`src/rtl/flexbex_ibex_pkg.sv`:
```
// Shared definitions for the Ibex data-side Wishbone bridge: FSM encoding,
// default bus timeout and the saturating wait-counter increment.
package flexbex_ibex_pkg;

    typedef enum logic [1:0] {
        ST_IDLE = 2'b00,
        ST_BUS  = 2'b01,
        ST_RESP = 2'b10
    } bus_state_e;

    localparam int unsigned TIMEOUT_DEFAULT = 255;
    localparam logic [7:0]  WAIT_MAX        = 8'hFF;

    function automatic logic [7:0] sat_inc8(input logic [7:0] v);
        if (v == WAIT_MAX) begin
            return WAIT_MAX;
        end else begin
            return v + 8'd1;
        end
    endfunction

endpackage

```
`src/rtl/flexbex_ibex_bus_timer.sv`:
```
// Saturating 8-bit bus wait counter; flags expiry in the cycle the count
// would reach LIMIT (LIMIT of 0 never expires).
module flexbex_ibex_bus_timer
    import flexbex_ibex_pkg::*;
#(
    parameter int unsigned LIMIT = TIMEOUT_DEFAULT
) (
    input  logic clk,
    input  logic rst,
    input  logic clr_i,
    input  logic inc_i,
    output logic expired_o
);

    localparam logic [7:0] LIMIT_V = 8'(LIMIT);

    logic [7:0] cnt_q;
    logic [7:0] cnt_d;

    // Next count value when incrementing
    always_comb begin
        cnt_d = sat_inc8(cnt_q);
    end

    // Wait counter: cleared on bus entry, counts idle bus cycles
    always_ff @(posedge clk) begin
        if (rst) begin
            cnt_q <= 8'd0;
        end else if (clr_i) begin
            cnt_q <= 8'd0;
        end else if (inc_i) begin
            cnt_q <= cnt_d;
        end else begin
            cnt_q <= cnt_q;
        end
    end

    // Expiry compare against the configured limit
    always_comb begin
        expired_o = 1'b0;
        if ((LIMIT_V != 8'd0) && inc_i && (cnt_d == LIMIT_V)) begin
            expired_o = 1'b1;
        end else begin
            expired_o = 1'b0;
        end
    end

endmodule

```
`src/rtl/flexbex_ibex_data_wb_bridge.sv`:
```
// Bridges the Ibex LSU data request/grant/rvalid protocol onto a single
// classic Wishbone master cycle per access, with an optional bus timeout.
module flexbex_ibex_data_wb_bridge
    import flexbex_ibex_pkg::*;
#(
    parameter int unsigned TIMEOUT_CYCLES = TIMEOUT_DEFAULT
) (
    input  logic        clk,
    input  logic        rst,
    input  logic        data_req_i,
    output logic        data_gnt_o,
    output logic        data_rvalid_o,
    output logic        data_err_o,
    input  logic [31:0] data_addr_i,
    input  logic        data_we_i,
    input  logic [3:0]  data_be_i,
    input  logic [31:0] data_wdata_i,
    output logic [31:0] data_rdata_o,
    output logic        wbm_cyc_o,
    output logic        wbm_stb_o,
    output logic        wbm_we_o,
    output logic [31:0] wbm_adr_o,
    output logic [3:0]  wbm_sel_o,
    output logic [31:0] wbm_dat_o,
    input  logic [31:0] wbm_dat_i,
    input  logic        wbm_ack_i,
    input  logic        wbm_err_i,
    output logic        busy_o
);

    bus_state_e  state_q;
    logic        cyc_q;
    logic        we_q;
    logic [31:0] adr_q;
    logic [3:0]  sel_q;
    logic [31:0] dat_q;
    logic        rvalid_q;
    logic        err_q;
    logic [31:0] rdata_q;
    logic        busy_q;

    logic        gnt_s;
    logic        bus_ack_s;
    logic        bus_err_s;
    logic        tmr_inc_s;
    logic        tmr_exp_s;

    // Grant and bus-response qualification; responses only count inside a cycle
    always_comb begin
        gnt_s     = 1'b0;
        bus_ack_s = 1'b0;
        bus_err_s = 1'b0;
        tmr_inc_s = 1'b0;
        if (!rst && ((state_q == ST_IDLE) || (state_q == ST_RESP))) begin
            gnt_s = data_req_i;
        end else begin
            gnt_s = 1'b0;
        end
        if ((state_q == ST_BUS) && cyc_q) begin
            bus_ack_s = wbm_ack_i;
            bus_err_s = wbm_err_i;
            tmr_inc_s = ~wbm_ack_i & ~wbm_err_i;
        end else begin
            bus_ack_s = 1'b0;
            bus_err_s = 1'b0;
            tmr_inc_s = 1'b0;
        end
    end

    flexbex_ibex_bus_timer #(
        .LIMIT (TIMEOUT_CYCLES)
    ) u_bus_timer (
        .clk       (clk),
        .rst       (rst),
        .clr_i     (gnt_s),
        .inc_i     (tmr_inc_s),
        .expired_o (tmr_exp_s)
    );

    // Bridge FSM with registered bus and response outputs
    always_ff @(posedge clk) begin
        if (rst) begin
            state_q  <= ST_IDLE;
            cyc_q    <= 1'b0;
            we_q     <= 1'b0;
            adr_q    <= 32'd0;
            sel_q    <= 4'd0;
            dat_q    <= 32'd0;
            rvalid_q <= 1'b0;
            err_q    <= 1'b0;
            rdata_q  <= 32'd0;
            busy_q   <= 1'b0;
        end else begin
            case (state_q)
                ST_IDLE, ST_RESP: begin
                    rvalid_q <= 1'b0;
                    err_q    <= 1'b0;
                    if (gnt_s) begin
                        state_q <= ST_BUS;
                        cyc_q   <= 1'b1;
                        we_q    <= data_we_i;
                        adr_q   <= data_addr_i;
                        sel_q   <= data_be_i;
                        dat_q   <= data_wdata_i;
                        busy_q  <= 1'b1;
                    end else begin
                        state_q <= ST_IDLE;
                        cyc_q   <= 1'b0;
                        busy_q  <= 1'b0;
                    end
                end
                ST_BUS: begin
                    // Error (bus or timeout) takes priority over a coincident ack
                    if (bus_err_s || tmr_exp_s) begin
                        state_q  <= ST_RESP;
                        cyc_q    <= 1'b0;
                        rvalid_q <= 1'b1;
                        err_q    <= 1'b1;
                        rdata_q  <= 32'd0;
                    end else if (bus_ack_s) begin
                        state_q  <= ST_RESP;
                        cyc_q    <= 1'b0;
                        rvalid_q <= 1'b1;
                        err_q    <= 1'b0;
                        rdata_q  <= we_q ? 32'd0 : wbm_dat_i;
                    end else begin
                        state_q  <= ST_BUS;
                        cyc_q    <= 1'b1;
                        rvalid_q <= 1'b0;
                        err_q    <= 1'b0;
                    end
                end
                default: begin
                    state_q  <= ST_IDLE;
                    cyc_q    <= 1'b0;
                    rvalid_q <= 1'b0;
                    err_q    <= 1'b0;
                    busy_q   <= 1'b0;
                end
            endcase
        end
    end

    assign data_gnt_o    = gnt_s;
    assign data_rvalid_o = rvalid_q;
    assign data_err_o    = err_q;
    assign data_rdata_o  = rdata_q;
    assign wbm_cyc_o     = cyc_q;
    assign wbm_stb_o     = cyc_q;
    assign wbm_we_o      = we_q;
    assign wbm_adr_o     = adr_q;
    assign wbm_sel_o     = sel_q;
    assign wbm_dat_o     = dat_q;
    assign busy_o        = busy_q;

endmodule
```
`config.mk`:
```
export PLATFORM = sky130hd
export DESIGN_NAME = flexbex_ibex_data_wb_bridge
export DESIGN_NICKNAME = d
export VERILOG_FILES = /design/src/rtl/flexbex_ibex_pkg.sv /design/src/rtl/flexbex_ibex_bus_timer.sv /design/src/rtl/flexbex_ibex_data_wb_bridge.sv
export SDC_FILE = /design/constraint.sdc
export NUM_CORES = 1
export LEC_CHECK = 0
export CAP_MARGIN = 20
export CORE_UTILIZATION = 44
export CTS_BUF_LIST = sky130_fd_sc_hd__clkbuf_16
export DETAILED_ROUTE_END_ITERATION = 10
export GPL_ROUTABILITY_DRIVEN = 1
export PLACE_DENSITY = 0.95
export SYNTH_ARGS = -nofsm -noshare
export SYNTH_HDL_FRONTEND = slang
export SYNTH_SLANG_ARGS = --single-unit
```
`constraint.sdc`:
```
create_clock -name clk -period 5.6 [get_ports clk]
set_clock_uncertainty 0.2 [all_clocks]
set_input_delay 1.4 -clock clk [delete_from_list [all_inputs] [get_ports clk]]
set_output_delay 1.4 -clock clk [all_outputs]
set_load 0.02 [all_outputs]
```
==> metrics.md <==
| Metric | Value |
|---|---|
| Fmax | `0.225 GHz` |
| Switch Pwr | `517 µW` |
| I/O Pins | `213` |
| Initial DRC count | `133` |
| Grt met2 use | `40.3%` |
| Largest fanout on the critical path | `2` |
| Initial antenna violation count | `0` |
| Fin crit share | `79.5%` |
| Clk sinks | `114` |
| Synthesized cell area | `0.00440 mm²` |
| Largest net degree at the start of global routing | `76` |
| VDD IR max | `201 µV` |
| Sw Share | `22.8%` |
| Cell internal pwr | `1.75 mW` |
| Post-CTS Setup Repair Bufs | `0` |
| Netlist cell types | `41` |
| Routed len/inst | `14.9 µm` |
| Min Hold Slack | `0.272 ns` |
| Unrepaired setup endpoints after global routing | `no` |
| Core Util, Final | `73.5%` |
| GPL Wtd Cong | `0.837` |
| Setup TNS | `0 ns` |
| Die Ht | `102 µm` |
| Sequential area share after synthesis | `51.9%` |
| Vias in the first global route | `4097` |
| # port buffers | `212` |
| Total die area | `0.0104 mm²` |
| Power share of the combinational group | `13.3%` |
| Type of the worst setup path | `primary input to output port` |
| Grt total ovfl | `0` |
| Synthesized instance count | `491` |
| CP Data Arrival Time | `2.85 ns` |
| Slew at the pin closest to its max-slew limit | `0.874 ns` |
| Minimum clock period | `4.45 ns` |
| Routed WL | `12400 µm` |
| Sequential share of power | `38.8%` |
| CP required | `4.00 ns` |
| Total Nets Final | `794` |
| Max Cap Viol | `0` |
| Post-route ant nets | `0` |
| Commonest non-fill, non-tap cell in the layout | `clkdlybuf4s50_1` |
| Yosys warnings | `0` |
| Ant diodes | `0` |
| Met3 GRT Util | `9.58%` |
| Total GRT Usage | `23.2%` |
| First-pass DRT Iterations | `4` |
| Root cell of the clock tree | `clkbuf_16` |
| GR peak layer | `met2` |
| Mean post-synth cell area | `8.96 µm²` |
| Post-CTS sizing | `0` |
| Initial Util | `45.2%` |
| Core area | `0.00973 mm²` |
| Met1 Usage GRT | `25.0%` |
| Total number of vias | `4268` |
| P&R area growth vs syn | `62.6%` |
| Clk pwr share | `47.8%` |
| Max Slew Vio Count | `0` |
| Final setup fails | `0` |
| CTS H-tree depth | `4` |
| #FFs+latches synth | `114` |
| Post-synth net total | `598` |
| Global-route wire length before repair | `18800 µm` |
| Critical path endpoint category | `output port` |
| Most frequent cells in the layout | `211 x clkdlybuf4s50_1, 114 x dfxtp_1, 71 x nand2_1, 71 x o21ai_0, 70 x nand2b_1` |
| Num CTS Buffers | `17` |
| Final HPWL DP | `8580 µm` |
| Leakage Power | `2.58 nW` |
| Min-Delay Path Class | `register to register` |
| Clk_lat worst skew | `0.40 ns` |
| Max_slew headroom | `41.6%` |
| Total power per unit cell area | `318 mW/mm²` |
| Status | `finished clean` |
| Clock slew at reported path FFs | `0.05 ns` |
| Layout cells sized above 1 | `6.44%` |
| Row count | `36` |
| CTS tree | `done` |
| DR DRC count | `0` |
| Critical path launch point type | `primary input` |
| # fillers | `681` |
| Vias per cell | `5.13` |
| Die X | `102 µm` |
| Fin. Hold Viols | `0` |
| Clock tree buffer depth | `2` |
| # hold bufs at CTS | `0` |
## cell type report
type | instances | area [µm²] | share of cell area [%]
clock buffer | 17 | 425 | 5.95
clock inverter | 14 | 171 | 2.40
inverter | 2 | 7.51 | 0.105
multi-input combinational | 334 | 1910 | 26.7
sequential | 114 | 2280 | 31.9
tap | 133 | 166 | 2.33
timing repair buffer | 218 | 2190 | 30.6
## registers in the layout, indices dropped and copies added, names as in the netlist
signal,count
busy_o,1
wbm_dat_o,32
wbm_adr_o,32
u_bus_timer.cnt_q,8
state_q,2
data_err_o,1
wbm_sel_o,4
wbm_we_o,1
data_rdata_o,32
data_rvalid_o,1
## worst paths after layout
kind | start | to | slack [ns] | cells past startpoint
worst max register to register | state_q[0] | u_bus_timer.cnt_q[3] | 2.99 | 6
worst max-delay path | data_req_i | data_gnt_o | 1.15 | 3
worst min-delay path | wbm_dat_o[10] | wbm_dat_o[10] | 0.27 | 2
worst min register to register | wbm_dat_o[10] | wbm_dat_o[10] | 0.27 | 2
## layer usage
metal	part of all wire, %	wire length, µm
met5	0	0
met2	49	6150
met4	2.0	246
met1	39	4870
met3	9.3	1160
## kinds of logic after synthesis
| family | share of synthesized area (%) |
|---|---|
| adder cells (fa/ha/maj) | 0.284 |
| buffers and inverters | 4.95 |
| AND/OR/NAND/NOR | 20.8 |
| AO/OA/AOI/OAI | 22.1 |
| flip-flops | 51.9 |
## critical path, cell delays in order
cell and delay (ns):
clkdlybuf4s50_1 0.51, nor3b_4 0.25, clkdlybuf4s50_1 0.69
## synthesized netlist by cell type, drive strengths merged
| master | count | area (µm²) |
|---|---|---|
| nand4 | 2 | 12.5 |
| and2 | 3 | 18.8 |
| and4 | 1 | 8.76 |
| inv | 2 | 7.51 |
| nand2b | 70 | 438 |
| a211oi | 3 | 22.5 |
| a31o | 3 | 26.3 |
| o21a | 1 | 7.51 |
| nor2b | 1 | 6.26 |
| nand2 | 71 | 267 |
| a21o | 1 | 7.51 |
| o31ai | 1 | 21.3 |
| and3b | 1 | 8.76 |
| nor3 | 1 | 5.00 |
| a311oi | 1 | 8.76 |
| a21oi | 39 | 206 |
| nor4bb | 1 | 10.0 |
| a31oi | 5 | 46.3 |
| o21ai | 72 | 360 |
| nand3 | 3 | 15.0 |
| a21boi | 1 | 7.51 |
| dfxtp | 114 | 2280 |
| or2 | 2 | 12.5 |
| ha | 1 | 12.5 |
| nor4b | 1 | 23.8 |
| o211a | 1 | 10.0 |
| clkbuf | 19 | 71.3 |
| o211ai | 1 | 7.51 |
| buf | 22 | 139 |
| a22oi | 32 | 240 |
| and3 | 3 | 18.8 |
| nor2 | 8 | 30.0 |
| nor3b | 2 | 25.0 |
| or4b | 1 | 10.0 |
| nor4 | 1 | 6.26 |
## power groups by stage
stage                     Sequential, mW  Clock (mW)  Combinational, mW
after CTS                          0.882        1.11              0.305
final                              0.882        1.09              0.303
after floorplan                    0.947           0             0.0738
after detailed placement           0.899           0              0.302
after global placement             0.895           0              0.296
after global routing               0.886        1.15              0.323
## stage by stage
step                      std cells  power, mW  cell area [µm²]  worst slack, ns
after floorplan                 491       1.02             4400             1.87
after global placement          799       1.19             6520             1.15
after detailed placement        800       1.20             6530             1.17
after CTS                       831       2.29             7130             1.15
after global routing            832       2.36             7160             1.12
final                           832       2.27             7160             1.15
(Power assumes the default switching activity.)
